===== config.mk =====
export PLATFORM = sky130hd
export DESIGN_NAME = spi_3wire_slave_param
export DESIGN_NICKNAME = d
export VERILOG_FILES = /design/src/rtl/spi_3wire_pkg.sv /design/src/rtl/spi_3wire_slave_param_sync.sv /design/src/rtl/spi_3wire_slave_param.sv
export SDC_FILE = /design/constraint.sdc
export NUM_CORES = 1
export LEC_CHECK = 0
export CAP_MARGIN = 10
export CORE_UTILIZATION = 45
export DETAILED_ROUTE_END_ITERATION = 10
export HOLD_SLACK_MARGIN = 0.1
export PLACE_DENSITY = 0.67
export SYNTH_ARGS = -nofsm -noshare
export SYNTH_HDL_FRONTEND = slang
export SYNTH_SLANG_ARGS = --single-unit

===== constraint.sdc =====
create_clock -name ext_clk -period 2 [get_ports ext_clk]
set_input_delay 0.3 -clock ext_clk [delete_from_list [all_inputs] [get_ports ext_clk]]
set_output_delay 0.3 -clock ext_clk [all_outputs]
set_load 0.005 [all_outputs]

===== src/rtl/spi_3wire_pkg.sv =====
// Shared types and constants for the parametrised oversampled 3-wire SPI slave.
package spi_3wire_pkg;

    typedef enum logic [2:0] {
        ST_IDLE  = 3'd0,
        ST_CMD   = 3'd1,
        ST_TURN  = 3'd2,
        ST_RDATA = 3'd3,
        ST_WDATA = 3'd4
    } spi_state_t;

    localparam int SYNC_STAGES = 2;

    // The R/nW flag sits directly above the address field of the command word.
    function automatic int rw_bit_pos(input int addr_width);
        return addr_width;
    endfunction

    function automatic int max3(input int a, input int b, input int c);
        int m;
        m = (a > b) ? a : b;
        return (m > c) ? m : c;
    endfunction

endpackage


===== src/rtl/spi_3wire_slave_param_sync.sv =====
// Two-flop synchronizer followed by a registered rise/fall pulse generator.
module spi_sync_edge
    import spi_3wire_pkg::*;
(
    input  logic i_clk,
    input  logic i_reset,
    input  logic i_pin,
    output logic o_level,
    output logic o_rise,
    output logic o_fall
);

    logic [SYNC_STAGES-1:0] r_sync;
    logic                   r_prev;
    logic                   r_rise;
    logic                   r_fall;

    // Level is taken from the edge stage so it lines up with the pulses.
    always_ff @(posedge i_clk) begin
        if (i_reset) begin
            r_sync <= '0;
            r_prev <= 1'b0;
            r_rise <= 1'b0;
            r_fall <= 1'b0;
        end else begin
            r_sync <= {r_sync[SYNC_STAGES-2:0], i_pin};
            r_prev <= r_sync[SYNC_STAGES-1];
            r_rise <= r_sync[SYNC_STAGES-1] & ~r_prev;
            r_fall <= ~r_sync[SYNC_STAGES-1] & r_prev;
        end
    end

    assign o_level = r_prev;
    assign o_rise  = r_rise;
    assign o_fall  = r_fall;

endmodule


===== src/rtl/spi_3wire_slave_param.sv =====
// Oversampled 3-wire SPI slave with parametrised widths, burst access and
// framing-error reporting, driving a single-cycle register bus.
module spi_3wire_slave_param
    import spi_3wire_pkg::*;
#(
    parameter int ADDR_WIDTH = 7,
    parameter int DATA_WIDTH = 8,
    parameter int NUM_REGS   = 128,
    parameter int TURN_BITS  = 8
) (
    input  logic                  ext_clk,
    input  logic                  reset,
    input  logic                  sclk,
    input  logic                  ss_n,
    input  logic                  sdata_in,
    output logic                  sdata_out,
    output logic                  sdata_oe,
    output logic [ADDR_WIDTH-1:0] reg_addr,
    output logic [DATA_WIDTH-1:0] reg_wdata,
    output logic                  reg_wr,
    output logic                  reg_rd,
    input  logic [DATA_WIDTH-1:0] reg_rdata,
    output logic                  busy,
    output logic                  frame_err
);

    localparam int CMD_W   = 1 + ADDR_WIDTH;
    localparam int RW_POS  = rw_bit_pos(ADDR_WIDTH);
    localparam int SHIFT_W = (CMD_W > DATA_WIDTH) ? CMD_W : DATA_WIDTH;
    localparam int CNT_W   = $clog2(max3(CMD_W, DATA_WIDTH, TURN_BITS) + 1);

    localparam logic [CNT_W-1:0]      CMD_LAST  = CNT_W'(CMD_W - 1);
    localparam logic [CNT_W-1:0]      DATA_LAST = CNT_W'(DATA_WIDTH - 1);
    localparam logic [CNT_W-1:0]      TURN_LAST = CNT_W'(TURN_BITS - 1);
    localparam logic [CNT_W-1:0]      CNT_ONE   = CNT_W'(1);
    localparam logic [ADDR_WIDTH-1:0] ADDR_LAST = ADDR_WIDTH'(NUM_REGS - 1);
    localparam logic [ADDR_WIDTH-1:0] ADDR_ONE  = ADDR_WIDTH'(1);

    logic w_sclk_level_unused;
    logic w_sclk_rise;
    logic w_sclk_fall;
    logic w_ss_level;
    logic w_ss_rise;
    logic w_ss_fall;
    logic w_sd;
    logic w_sd_rise_unused;
    logic w_sd_fall_unused;
    logic [SHIFT_W-1:0] w_shift_in;

    spi_state_t          r_state;
    logic [CNT_W-1:0]    r_bit_cnt;
    logic [SHIFT_W-1:0]  r_shift;
    logic [ADDR_WIDTH-1:0] r_addr;
    logic [DATA_WIDTH-1:0] r_wdata;
    logic                r_wr;
    logic                r_rd;
    logic                r_load;
    logic                r_oe;
    logic                r_out;
    logic                r_busy;
    logic                r_ferr;
    logic                r_armed;
    logic                r_turn_done;

    spi_sync_edge u_sync_sclk (
        .i_clk   (ext_clk),
        .i_reset (reset),
        .i_pin   (sclk),
        .o_level (w_sclk_level_unused),
        .o_rise  (w_sclk_rise),
        .o_fall  (w_sclk_fall)
    );

    spi_sync_edge u_sync_ss (
        .i_clk   (ext_clk),
        .i_reset (reset),
        .i_pin   (ss_n),
        .o_level (w_ss_level),
        .o_rise  (w_ss_rise),
        .o_fall  (w_ss_fall)
    );

    spi_sync_edge u_sync_sd (
        .i_clk   (ext_clk),
        .i_reset (reset),
        .i_pin   (sdata_in),
        .o_level (w_sd),
        .o_rise  (w_sd_rise_unused),
        .o_fall  (w_sd_fall_unused)
    );

    assign w_shift_in = {r_shift[SHIFT_W-2:0], w_sd};

    function automatic logic [ADDR_WIDTH-1:0] next_addr(input logic [ADDR_WIDTH-1:0] a);
        if (a == ADDR_LAST) begin
            return '0;
        end else begin
            return a + ADDR_ONE;
        end
    endfunction

    // Frame FSM, shift register and register-bus strobes.
    always_ff @(posedge ext_clk) begin
        if (reset) begin
            r_state     <= ST_IDLE;
            r_bit_cnt   <= '0;
            r_shift     <= '0;
            r_addr      <= '0;
            r_wdata     <= '0;
            r_wr        <= 1'b0;
            r_rd        <= 1'b0;
            r_load      <= 1'b0;
            r_oe        <= 1'b0;
            r_out       <= 1'b0;
            r_busy      <= 1'b0;
            r_ferr      <= 1'b0;
            r_armed     <= 1'b0;
            r_turn_done <= 1'b0;
        end else begin
            r_wr   <= 1'b0;
            r_rd   <= 1'b0;
            r_ferr <= 1'b0;
            r_load <= r_rd;
            if (w_ss_level) begin
                r_armed <= 1'b1;
            end
            // Read data is valid the cycle after the strobe.
            if (r_load) begin
                r_shift <= SHIFT_W'(reg_rdata);
            end
            // Write address steps only after the strobe cycle has used it.
            if (r_wr) begin
                r_addr <= next_addr(r_addr);
            end
            if (w_ss_rise) begin
                r_state     <= ST_IDLE;
                r_bit_cnt   <= '0;
                r_oe        <= 1'b0;
                r_out       <= 1'b0;
                r_busy      <= 1'b0;
                r_turn_done <= 1'b0;
                if ((r_state == ST_CMD || r_state == ST_WDATA) && r_bit_cnt != '0) begin
                    r_ferr <= 1'b1;
                end
            end else begin
                case (r_state)
                    ST_IDLE: begin
                        if (w_ss_fall && r_armed) begin
                            r_state   <= ST_CMD;
                            r_bit_cnt <= '0;
                            r_shift   <= '0;
                            r_busy    <= 1'b1;
                        end
                    end
                    ST_CMD: begin
                        if (w_sclk_rise) begin
                            r_shift <= w_shift_in;
                            if (r_bit_cnt == CMD_LAST) begin
                                r_bit_cnt <= '0;
                                r_addr    <= w_shift_in[ADDR_WIDTH-1:0];
                                if (w_shift_in[RW_POS]) begin
                                    r_rd        <= 1'b1;
                                    r_turn_done <= 1'b0;
                                    r_state     <= ST_TURN;
                                end else begin
                                    r_state <= ST_WDATA;
                                end
                            end else begin
                                r_bit_cnt <= r_bit_cnt + CNT_ONE;
                            end
                        end
                    end
                    ST_TURN: begin
                        if (w_sclk_rise && !r_turn_done) begin
                            if (r_bit_cnt == TURN_LAST) begin
                                r_bit_cnt   <= '0;
                                r_turn_done <= 1'b1;
                            end else begin
                                r_bit_cnt <= r_bit_cnt + CNT_ONE;
                            end
                        end
                        if (w_sclk_fall && r_turn_done) begin
                            r_oe        <= 1'b1;
                            r_out       <= r_shift[DATA_WIDTH-1];
                            r_bit_cnt   <= '0;
                            r_turn_done <= 1'b0;
                            r_state     <= ST_RDATA;
                        end
                    end
                    ST_RDATA: begin
                        if (w_sclk_rise) begin
                            if (r_bit_cnt == DATA_LAST) begin
                                r_bit_cnt <= '0;
                                r_addr    <= next_addr(r_addr);
                                r_rd      <= 1'b1;
                            end else begin
                                r_bit_cnt <= r_bit_cnt + CNT_ONE;
                                r_shift   <= {r_shift[SHIFT_W-2:0], 1'b0};
                            end
                        end else if (w_sclk_fall) begin
                            r_out <= r_shift[DATA_WIDTH-1];
                        end
                    end
                    ST_WDATA: begin
                        if (w_sclk_rise) begin
                            r_shift <= w_shift_in;
                            if (r_bit_cnt == DATA_LAST) begin
                                r_bit_cnt <= '0;
                                r_wdata   <= w_shift_in[DATA_WIDTH-1:0];
                                r_wr      <= 1'b1;
                            end else begin
                                r_bit_cnt <= r_bit_cnt + CNT_ONE;
                            end
                        end
                    end
                    default: begin
                        r_state <= ST_IDLE;
                        r_busy  <= 1'b0;
                        r_oe    <= 1'b0;
                    end
                endcase
            end
        end
    end

    assign sdata_out = r_out;
    assign sdata_oe  = r_oe;
    assign reg_addr  = r_addr;
    assign reg_wdata = r_wdata;
    assign reg_wr    = r_wr;
    assign reg_rd    = r_rd;
    assign busy      = r_busy;
    assign frame_err = r_ferr;

endmodule


---- Word-level counts from Yosys, hierarchy flattened ----
Cells that the tools add are included.
word-level totals
  input bits .............................. 13
  flip-flop bits (word level) ............. 52
operators by class
  reductions and logical operators ........ 26
  bitwise operators ....................... 13
  equal/unequal tests ..................... 16
  $add $sub $neg .......................... 2
  muxes and demuxes ....................... 49
operator list
  kind                                                 count
  two-way mux 7 bit                                    7
  two-way mux 8 bit                                    6
  one-hot mux 8 bit (3 select lines)                   1
  two-way mux 4 bit                                    5
  two-way mux 1 bit                                    17
  two-way mux 3 bit                                    5
  one-hot mux 7 bit (2 select lines)                   1
  one-hot mux 3 bit (4 select lines)                   1
  one-hot mux 4 bit (3 select lines)                   1
  AND reduction 4 bit                                  3
  one-hot mux 1 bit (2 select lines)                   5
  NOT 1 bit                                            9
  != test 2 x 1 -> 1 bit, second input constant        4
  != test 2 bit, second input constant                 4
  OR reduction 2 bit                                   4
  OR reduction 4 bit                                   2
  adder 7 x 1 -> 7 bit, second input constant          1
  equality test 7 bit, second input constant           1
  equality test 3 x 2 -> 1 bit, second input constant  2
  != test 3 bit, second input constant                 2
  AND reduction 6 bit                                  1
  OR reduction 3 bit                                   2
  AND reduction 5 bit                                  1
  adder 4 x 1 -> 4 bit, second input constant          1
  12 further kinds                                     20

---- Depth between registers and ports, before layout ----
Gate-level depths: netlist of the first run.
  depth after elaboration ................. 7
  gate-level depth with buffers ........... 7
  mapped depth without buffers ............ 5

---- Cells and area by module ----
A second synthesis of the first run with hierarchy kept.
second synthesis, totals
  cells, all modules ...................... 296
  area, all modules ....................... 2568.7 um^2
modules (own cells, without submodules)
  module                 cells each  times used  area each (um^2)
  spi_3wire_slave_param  266         1           2167.1
  spi_sync_edge          10          3           133.9

---- Worst setup path after synthesis of the first run ----
OpenSTA, ideal clock, no wires.
  path type ............................... register to register
  start ................................... register r_addr[1], in the netlist reg_addr[1]
  end ..................................... register r_addr[0], in the netlist reg_addr[0]
  stages on the path, launching flop included .. 7
  data arrival time ....................... 1.730 ns
  path slack .............................. 0.179 ns
  data required time ...................... 1.909 ns
  cell sequence ........................... dfxtp_1 ha_1 and4_4 buf_6 and2_4 or4_1 a311oi_1
on the way
  word-level cells in the longest chain between the ends .. 7
  elaborated cells between the ends (all ways) .. 9
  those cells by class .................... eq/ne: 1; mux: 8
ends and longest elaborated chain
  what                                  RTL line                                                    RTL
  start, declared                       spi_3wire_slave_param.sv:53                                 logic [ADDR_WIDTH-1:0] r_addr;
  start signal, assigned                spi_3wire_slave_param.sv:133                                r_addr <= next_addr(r_addr);
  start signal, assigned                spi_3wire_slave_param.sv:160                                r_addr <= w_shift_in[ADDR_WIDTH-1:0];
  start signal, assigned                spi_3wire_slave_param.sv:194                                r_addr <= next_addr(r_addr);
  equality test 7 bit (*)               spi_3wire_slave_param.sv:95                                 if (a == ADDR_LAST) begin
  two-way mux 7 bit (*)                 spi_3wire_slave_param.sv:95
  two-way mux 7 bit                     spi_3wire_slave_param.sv:132                                if (r_wr) begin
  two-way mux 7 bit (on tied branches)  spi_3wire_slave_param.sv:192, spi_3wire_slave_param.sv:158
  two-way mux 7 bit (on tied branches)  spi_3wire_slave_param.sv:191, spi_3wire_slave_param.sv:156
  one-hot mux 7 bit (2 select lines)    spi_3wire_slave_param.sv:146                                case (r_state)
  two-way mux 7 bit (*)                 spi_3wire_slave_param.sv:135                                if (w_ss_rise) begin
Every way passes the cells marked *; elsewhere a longest branch is shown, timed or not.
A chain may end at the register's enable or synchronous reset.

---- Worst setup path after layout of the first run ----
Ends and elaborated chain as after synthesis.

==> results.yml, run 1 <==
status:
  status: "finished clean"
routing:
  total_wire_length_after_detailed_routing_mm: 6.51
  wl_per_instance_um: 15.4
  detail_route.iter0.violations: 163
  routed-via-count: 2434
  drt_pass1_iterations: 4
  drc: 0
  antenna_violating_nets_post_route: 0
  avgViaCountPerCell: 5.75
synthesis:
  ys_top_cells_by_area: "dfxtp_1 (39%), a21oi_1 (4.7%), mux2i_1 (4.1%)"
  syn_avg_cell_area_um2: 8.63
  yosys.area_share.adder: 0.0140
  synth-async-reset-ratio: 0
  number_of_instances_in_the_synthesized_netlist: 311
  synth_top_family_by_area: "simple AND/OR/NAND/NOR gates"
  syn_nets: 327
  synth_edf_count: 0
  synth.largest_area_cell: "dfxtp_1"
  synthXorXnorAreaFrac: 0.0163
  synth_most_common_cell: "dfxtp_1"
  postSynthRegisterBits: 52
  synth_top_cells_by_count: "dfxtp_1 (52), nand2_1 (27), a21oi_1 (25)"
  synth-main-ff-cell: "dfxtp_1"
  synth_top_area_frac: 0.388
  yosysWarningCount: 0
  post_synthesis_share_of_cell_area_spent_on_and_or_nand_and_nor_gates: 0.259
  synth_compound_area_frac: 0.222
  synth.area.mux_share: 0.0452
  netlist-cell-type-count: 65
  share_of_the_yosys_chip_area_belonging_to_registers: 0.388
  post_synth_design_cell_area_mm2: 0.00268
power:
  leakagePower_nw: 1.12
  power.ir.vdd_worst_v: 0.000437
  cellPowerDensity_mw_per_mm2: 542
critical_path:
  crit_path_end_kind: "register"
  start_kind: "register"
  crit_type: "register to register"
  critical_path_arrival_ns: 2.09
  worst-endpoint-required_ns: 2.23
  path_max_fanout: 8
sta:
  finalSetupTns_ns: 0
  final.period_utilization: 0.931
  worst_slew_margin_rel: 0.588
  finalHoldViolations: 0
  maxClockFrequency_mhz: 537
  worst_slack_ns: 0.137
  setup_skew_ns: 0.00845
  worst-slew-pin-transition_ns: 0.615
  rsz_0062_raised_after_global_routing: "false"
  min_period_ns: 1.86
  setup_viol: 0
  maxSlewViolCount: 0
clock_network:
  postCtsSetupRepairBufs: 0
  cts.path.max_buffers: 2
  cts_inserted_buffers: 5
  path_clk_slew_ns: 0.11
  cts_hold_repair.buffers: 0
  ctsRootBufferMaster: "clkbuf_8"
  clock-sinks: 52
  worst_skew_late_latency_ns: 0.32
  tritoncts: "yes"
  cts_repair_resized_insts: 0
  cts-htree-levels: 2
grt:
  grt_max_degree: 26
  groute.usage.overall: 0.222
  grt_pass1_vias: 2289
  busiest_grt_layer: "met2"
  grt_util_met1: 0.309
  grt_first_pass_wirelength_mm: 10.9
  grtUsageMet2: 0.350
  total_grt_overflow: 0
  gr_util_met3: 0.0368
  grt_antenna_before_repair: 0
floorplanning:
  initial_core_util: 0.475
  fp.dieArea_mm2: 0.00627
  fp.dieW_um: 79.2
  floorplan_die_height_um: 79.2
  coreArea_mm2: 0.00564
  ioPinCount: 34
  placementRows: 27
run:
  timing.max_cap.violations: 0
place:
  dp_worst_setup_slack_ns: 0.0224
  post_detailed_placement_half_perimeter_wirelength_mm: 4.73
  buffer_ports.inserted: 33
  gp_congestion: 0.835
finish:
  layout-drive-gt1-share: 0.125
  nets: 366
  synth_to_final_area_change_pct: 21.9
  insertedDiodeCount: 0
worst_hold_path:
  min-delay-path-class: "register to register"
==> worst max-delay path, stage by stage (launching register included) <==
cell	delay, ns
dfxtp_1	0.39
ha_1	0.28
and4_4	0.25
and2_4	0.16
or4_1	0.49
a311oi_1	0.20
==> cell type report <==
class	count	area, um^2
Inverter	9	33.8
Timing Repair Buffer	56	503
Sequential cell	52	1040
Clock inverter	3	28.8
Fill cell	507	2370
Multi-Input combinational cell	226	1510
Tap cell	72	90.1
Clock buffer	5	68.8
==> routing by layer <==
metal | vias to the layer above | share of wire | wire length, um
li1 | 1228 | - | -
met1 | 1135 | 0.49 | 3190
met2 | 63 | 0.46 | 3000
met5 | - | 0 | 0
met3 | 8 | 0.041 | 264
met4 | 0 | 0.0092 | 60
==> cell usage in the layout, fill, tap and decap left out, types with 5 or more instances in the layout <==
| cell type | n |
|---|---|
| nor2_1 | 15 |
| nand3b_1 | 6 |
| clkdlybuf4s50_1 | 33 |
| nand4_1 | 5 |
| o21ai_0 | 6 |
| clkbuf_8 | 5 |
| dfxtp_1 | 52 |
| inv_1 | 9 |
| mux2i_1 | 11 |
| o2bb2ai_1 | 6 |
| nand3_1 | 9 |
| nand2_1 | 27 |
| nor2b_1 | 16 |
| a211oi_1 | 9 |
| nand2b_1 | 5 |
| nor3_1 | 7 |
| a21oi_1 | 25 |
| buf_4 | 23 |
==> cells by family (layout without fill, tap and decap cells) <==
family          after synthesis  in the layout
compound gates               84             84
mux                          12             12
xor+xnor                      5              5
flops                        52             52
fa+ha+maj                     3              3
buf+inv                      33             73
simple gates                122            122
==> stage by stage <==
step / instances / hold WS (ns) / util / area (um^2) / power [mW]
after global placement: 415 / 0.397 / 0.560 / 3160 / 1.14
after detailed placement: 415 / 0.402 / 0.560 / 3160 / 1.14
after CTS: 423 / 0.421 / 0.577 / 3260 / 1.80
final: 423 / 0.416 / 0.580 / 3270 / 1.77
after global routing: 423 / 0.442 / 0.580 / 3270 / 1.84
after floorplan: 311 / 0.379 / - / 2680 / 1.10
==> registers in the layout, indices dropped and copies added, names as in the netlist, 2 cells and up <==
signal,count
r_shift,8
reg_addr,7
reg_wdata,8
u_sync_sd.r_sync,2
u_sync_sclk.r_sync,2
u_sync_ss.r_sync,2
r_state,3
r_bit_cnt,4
==> worst paths after layout <==
path,from,slack (ns),depth (start not counted),to
worst max-delay path,reg_addr[1],0.14,5,reg_addr[0]
worst min-delay path,u_sync_sclk.r_sync[1],0.42,1,u_sync_sclk.o_fall
worst max register to register,reg_addr[1],0.14,5,reg_addr[0]
worst min register to register,u_sync_sclk.r_sync[1],0.42,1,u_sync_sclk.o_fall
==> report_power, final <==
group	switching [mW]	total, mW	internal [mW]
Combinational	0.0316	0.0676	0.0360
Sequential	0.00698	1.05	1.04
Clock	0.388	0.653	0.265
No activity file was read; power rests on OpenSTA's default activity.
==> inputs of run 2 (changes only) <==
--- a/config.mk
+++ b/config.mk
@@ -7,7 +7,9 @@
 export LEC_CHECK = 0
 export CAP_MARGIN = 10
 export CORE_UTILIZATION = 45
+export CTS_CLUSTER_SIZE = 20
 export DETAILED_ROUTE_END_ITERATION = 10
+export GPL_TIMING_DRIVEN = 0
 export HOLD_SLACK_MARGIN = 0.1
 export PLACE_DENSITY = 0.67
 export SYNTH_ARGS = -nofsm -noshare
==> constraint.sdc (replaced) <==
create_clock -name ext_clk -period 2 [get_ports ext_clk]
set_input_delay 0.3 -clock ext_clk [delete_from_list [all_inputs] [get_ports ext_clk]]
set_output_delay 0.3 -clock ext_clk [all_outputs]
set_load 0.01 [all_outputs]
==> results.yml, run 2 (synthesized netlist as in run 1, its figures left out) <==
status:
  status: "finished clean"
routing:
  avgViaCountPerCell: 5.86
  drt_pass1_iterations: 5
  detail_route.iter0.violations: 158
  antenna_violating_nets_post_route: 0
  wl_per_instance_um: 16.4
  wl_met2_mm: 3.09
  routed-via-count: 2491
  drc: 0
  total_wire_length_after_detailed_routing_mm: 6.95
  met3RoutedLength_um: 375
  topRoutingLayerUsed: "met4"
  wl_met1_mm: 3.40
clock_network:
  ctsRootBufferMaster: "clkbuf_8"
  cts_inserted_buffers: 5
  cts_hold_repair.buffers: 0
  worst_skew_late_latency_ns: 0.30
  clock-sinks: 52
  cts.path.max_buffers: 2
  path_clk_slew_ns: 0.09
  tritoncts: "yes"
  cts-htree-levels: 2
sta:
  worst-slew-pin-transition_ns: 0.612
  rsz_0062_raised_after_global_routing: "false"
  setup_viol: 0
  worst_slew_margin_rel: 0.592
  maxSlewViolCount: 0
  final.period_utilization: 0.948
  setup_skew_ns: 0.0116
  maxClockFrequency_mhz: 527
  finalHoldViolations: 0
  min_period_ns: 1.90
  worst_slack_ns: 0.103
place:
  post_detailed_placement_half_perimeter_wirelength_mm: 4.92
  buffer_ports.inserted: 33
  dp_worst_setup_slack_ns: -0.137
  post_dp_cell_area_mm2: 0.00310
  gp_congestion: 0.831
grt:
  total_grt_overflow: 0
  grt_first_pass_wirelength_mm: 11.5
  grt_max_degree: 16
  groute.usage.overall: 0.235
  grt_antenna_before_repair: 0
  grt_pass1_vias: 2285
critical_path:
  critical_path_arrival_ns: 2.13
  worst-r2r-cell-count: 5
  critical-path-top-delay-family: "simple AND/OR/NAND/NOR gates"
  crit_type: "input port to register"
  start_kind: "input port"
  worstReg2RegEnd: "r_shift[3]"
  path_max_fanout: 7
  crit_path_top_delay_cell: "clkdlybuf4s50_1"
  crit_path_cell_trace: "clkdlybuf4s50_1 > nor2_1 > nand2_1 > a21oi_1 > o2bb2ai_1"
  worst_r2r_setup_slack_ns: 0.12
  worst-endpoint-required_ns: 2.23
  crit_buf_inv: 1
  r2r_start: "u_sync_ss.o_rise"
  crit_path_end_kind: "register"
  worst_path_largest_cell_delay_ns: 0.54
run:
  timing.max_cap.violations: 0
floorplanning:
  floorplan_die_height_um: 79.2
  ioPinCount: 34
  initial_core_util: 0.475
  coreArea_mm2: 0.00564
  placementRows: 27
  fp.dieW_um: 79.2
  fp.dieArea_mm2: 0.00627
finish:
  filler_cell_count: 498
  postLayoutCoreUtil: 0.582
  final_cell_area_mm2: 0.00328
  layout-drive-gt1-share: 0.102
  layout_commonest_cell: "dfxtp_1"
  final_cell_mix: "dfxtp_1 (49), clkdlybuf4s50_1 (33), nand2_1 (27), a21oi_1 (25), nor2b_1 (16)"
  nets: 369
  synth_to_final_area_change_pct: 22.3
  insertedDiodeCount: 0
worst_hold_path:
  worst_hold_path.endpoint: "u_sync_sclk.o_rise"
  min_path_cells: 1
  min-delay-path-class: "register to register"
  hold_start: "u_sync_sclk.o_level"
power:
  cellPowerDensity_mw_per_mm2: 595
  power.ir.vdd_worst_v: 0.000426
  leakagePower_nw: 1.09
  post-layout-total-power_mw: 1.95
## run 2: changes by cell type in the layout (fill, tap and decap cells not counted), moves of 2 or more
cell	previous run	this run
buf_4	23	3
inv_6	2	0
bufinv_16	0	2
buf_6	0	2
clkbuf_1	0	13
dfxtp_1	52	49
dfxtp_2	0	3
buf_2	0	6
## run 2: what timing repair did
| action | 4_1_cts | 5_1_grt |
|---|---|---|
| gates resized for setup | 2 | 8 |
| setup buffers | 0 | 2 |
| endpoints found under the setup margin | 5 | 16 |
| pin swaps | 0 | 1 |
## run 2: power breakdown
part           leakage (nW)  internal (mW)  switching (mW)
Sequential            0.422           1.04         0.00494
Clock                0.0642          0.493           0.341
Combinational         0.604         0.0319          0.0377
## run 2: per-layer routing
layer,GRT usage,vias to the layer above
met5,0,-
met4,0.0636,0
met3,0.0402,10
met2,0.350,90
met1,0.347,1163
li1,-,1228
## run 2: area by class of cell
cell class                 instances  area, um^2  area share
timing repair buffer              35         345       0.105
tap                               72        90.1      0.0274
inverter                           9        33.8      0.0103
sequential                        52        1040       0.318
clock inverter                     2        60.1      0.0183
buffer                            24         118      0.0358
multi-input combinational        226        1520       0.464
clock buffer                       5        68.8      0.0210
## run 2: worst max path at each step
stage	depth (start not counted)	slack (ns)	endpoint	from
after detailed placement	4	-0.14	r_shift[5]	reset
after global routing	5	0.0008	r_shift[6]	u_sync_ss.o_rise
after global placement	5	-0.15	r_shift[2]	reset
final	5	0.10	r_shift[3]	reset
after CTS	6	0.03	reg_addr[0]	reg_addr[1]
after floorplan	6	0.15	reg_addr[0]	reg_addr[1]
## run 2: through the flow
stage                     cells  hold WS, ns  TNS, ns
after floorplan             311        0.379        0
after global placement      416        0.392    -1.61
after detailed placement    416        0.402    -1.26
after CTS                   423        0.414        0
after global routing        425        0.435        0
final                       425        0.409        0
## run 2: worst register-to-register path: stages (launching register included)
cell and delay (ns):
dfxtp_1 0.30, clkbuf_1 0.21, nor2_1 0.52, nand2_1 0.15
a21oi_1 0.45, o2bb2ai_1 0.17
==> inputs of run 3 (changes only) <==
--- a/config.mk
+++ b/config.mk
@@ -6,12 +6,14 @@
 export NUM_CORES = 1
 export LEC_CHECK = 0
 export CAP_MARGIN = 10
-export CORE_UTILIZATION = 45
+export CELL_PAD_IN_SITES_DETAIL_PLACEMENT = 1
+export CELL_PAD_IN_SITES_GLOBAL_PLACEMENT = 2
+export CORE_UTILIZATION = 36
 export CTS_CLUSTER_SIZE = 20
 export DETAILED_ROUTE_END_ITERATION = 10
 export GPL_TIMING_DRIVEN = 0
 export HOLD_SLACK_MARGIN = 0.1
-export PLACE_DENSITY = 0.67
+export PLACE_DENSITY_LB_ADDON = 0.1
 export SYNTH_ARGS = -nofsm -noshare
 export SYNTH_HDL_FRONTEND = slang
 export SYNTH_SLANG_ARGS = --single-unit
==> constraint.sdc (replaced) <==
create_clock -name ext_clk -period 2.2 [get_ports ext_clk]
set_input_delay 0.33 -clock ext_clk [delete_from_list [all_inputs] [get_ports ext_clk]]
set_output_delay 0.33 -clock ext_clk [all_outputs]
set_load 0.01 [all_outputs]
==> results.yml, run 3 (synthesized netlist as in run 1, its figures left out) <==
worst_hold_path:
  min-delay-path-class: "register to register"
  hold_start: "u_sync_ss.r_sync[1]"
sta:
  worst_slack_ns: 0.197
  maxClockFrequency_mhz: 499
  hold_ws_ns: 0.401
  min_period_ns: 2.00
  rsz_0062_raised_after_global_routing: "false"
  setup_viol: 0
  maxSlewViolCount: 0
  worst_slew_margin_rel: 0.583
  worst-slew-pin-transition_ns: 0.622
  final.period_utilization: 0.911
  finalHoldViolations: 0
  setup_skew_ns: 0.0186
status:
  status: "finished clean"
critical_path:
  path_max_fanout: 8
  worstSetupStartpoint: "reg_addr[1]"
  worst_r2r_setup_slack_ns: 0.20
  crit_path_end_kind: "register"
  critical_path_arrival_ns: 2.22
  crit_type: "register to register"
  start_kind: "register"
  worst-endpoint-required_ns: 2.42
  r2r_start: "reg_addr[1]"
routing:
  antenna_violating_nets_post_route: 0
  routed-via-count: 2503
  avgViaCountPerCell: 5.56
  drt_pass1_iterations: 4
  wl_per_instance_um: 17.5
  total_wire_length_after_detailed_routing_mm: 7.90
  drc: 0
  detail_route.iter0.violations: 139
clock_network:
  cts_inserted_buffers: 5
  clock-sinks: 52
  ctsRootBufferMaster: "clkbuf_8"
  tritoncts: "yes"
  path_clk_slew_ns: 0.11
  cts-htree-levels: 2
  worst_skew_late_latency_ns: 0.31
  cts.path.max_buffers: 2
  cts_hold_repair.buffers: 0
  postCtsSetupRepairBufs: 0
place:
  post_detailed_placement_half_perimeter_wirelength_mm: 5.82
  gp_congestion: 0.836
  buffer_ports.inserted: 33
  dp_worst_setup_slack_ns: -0.0118
  post_dp_cell_area_mm2: 0.00314
finish:
  final_cell_area_mm2: 0.00328
  layout_commonest_cell: "dfxtp_1"
  nets: 367
  final_cell_mix: "dfxtp_1 (52), clkdlybuf4s50_1 (33), nand2_1 (27), a21oi_1 (25), nor2b_1 (16)"
  filler_cell_count: 872
  multi_input_comb_area_mm2: 0.00150
  insertedDiodeCount: 0
  synth_to_final_area_change_pct: 22.2
  seq_cell_area_mm2: 0.00104
  layout-drive-gt1-share: 0.0798
floorplanning:
  coreArea_mm2: 0.00721
  ioPinCount: 34
  placementRows: 31
  floorplan_die_height_um: 88.3
  initial_core_util: 0.372
  fp.dieW_um: 88.3
  fp.dieArea_mm2: 0.00780
power:
  post-layout-total-power_mw: 1.80
  power.ir.vdd_worst_v: 0.000339
  leakagePower_nw: 1.09
  cellPowerDensity_mw_per_mm2: 549
run:
  timing.max_cap.violations: 0
grt:
  grt_first_pass_wirelength_mm: 13.1
  groute.usage.overall: 0.221
  total_grt_overflow: 0
  grt_pass1_vias: 2521
  grt_antenna_before_repair: 0
  grt_max_degree: 16
[run 3: metal layers]
metal,part of all wire,wire (um),vias to the layer above,GRT usage
li1,-,-,1224,-
met1,0.51,4040,1225,0.319
met2,0.45,3560,46,0.341
met3,0.026,207,8,0.0317
met4,0.012,93,0,0.0645
met5,0,0,-,0
[run 3: worst paths after layout]
kind | to | cells after the start
hold / removal | u_sync_ss.o_fall | 1
setup / recovery | reg_addr[0] | 6
hold reg to reg | u_sync_ss.o_fall | 1
setup reg to reg | reg_addr[0] | 6
[run 3: final cells by class]
type / count / area share
plain buffers: 24 / 0.0359
clock buffers: 5 / 0.0210
clock inverters: 2 / 0.0183
inverters: 9 / 0.0103
multi-input cells: 226 / 0.458
flip-flops and latches: 52 / 0.318
well taps: 99 / 0.0378
repair buffers: 33 / 0.101
[run 3: repair_timing]
item,CTS,global route
hold endpoints to repair,0,0
resized for setup,0,4
endpoints found under the setup margin,0,13
[run 3: power breakdown]
part | switching, mW | internal (mW)
combinational | 0.0347 | 0.0290
sequential | 0.00489 | 0.949
clock | 0.334 | 0.448
[run 3: worst max-delay path, stage by stage, from the launching register on]
cell	delay (ns)
dfxtp_1	0.41
ha_1	0.31
and4_4	0.23
buf_6	0.12
and2_4	0.15
or4_1	0.49
a311oi_1	0.21
[run 3: stage by stage]
stage,std cells,TNS [ns],utilization
after global placement,443,-0.412,0.435
after CTS,450,0,0.453
after floorplan,311,0,-
after detailed placement,443,-0.0236,0.435
after global routing,450,0,0.454
final,450,0,0.454
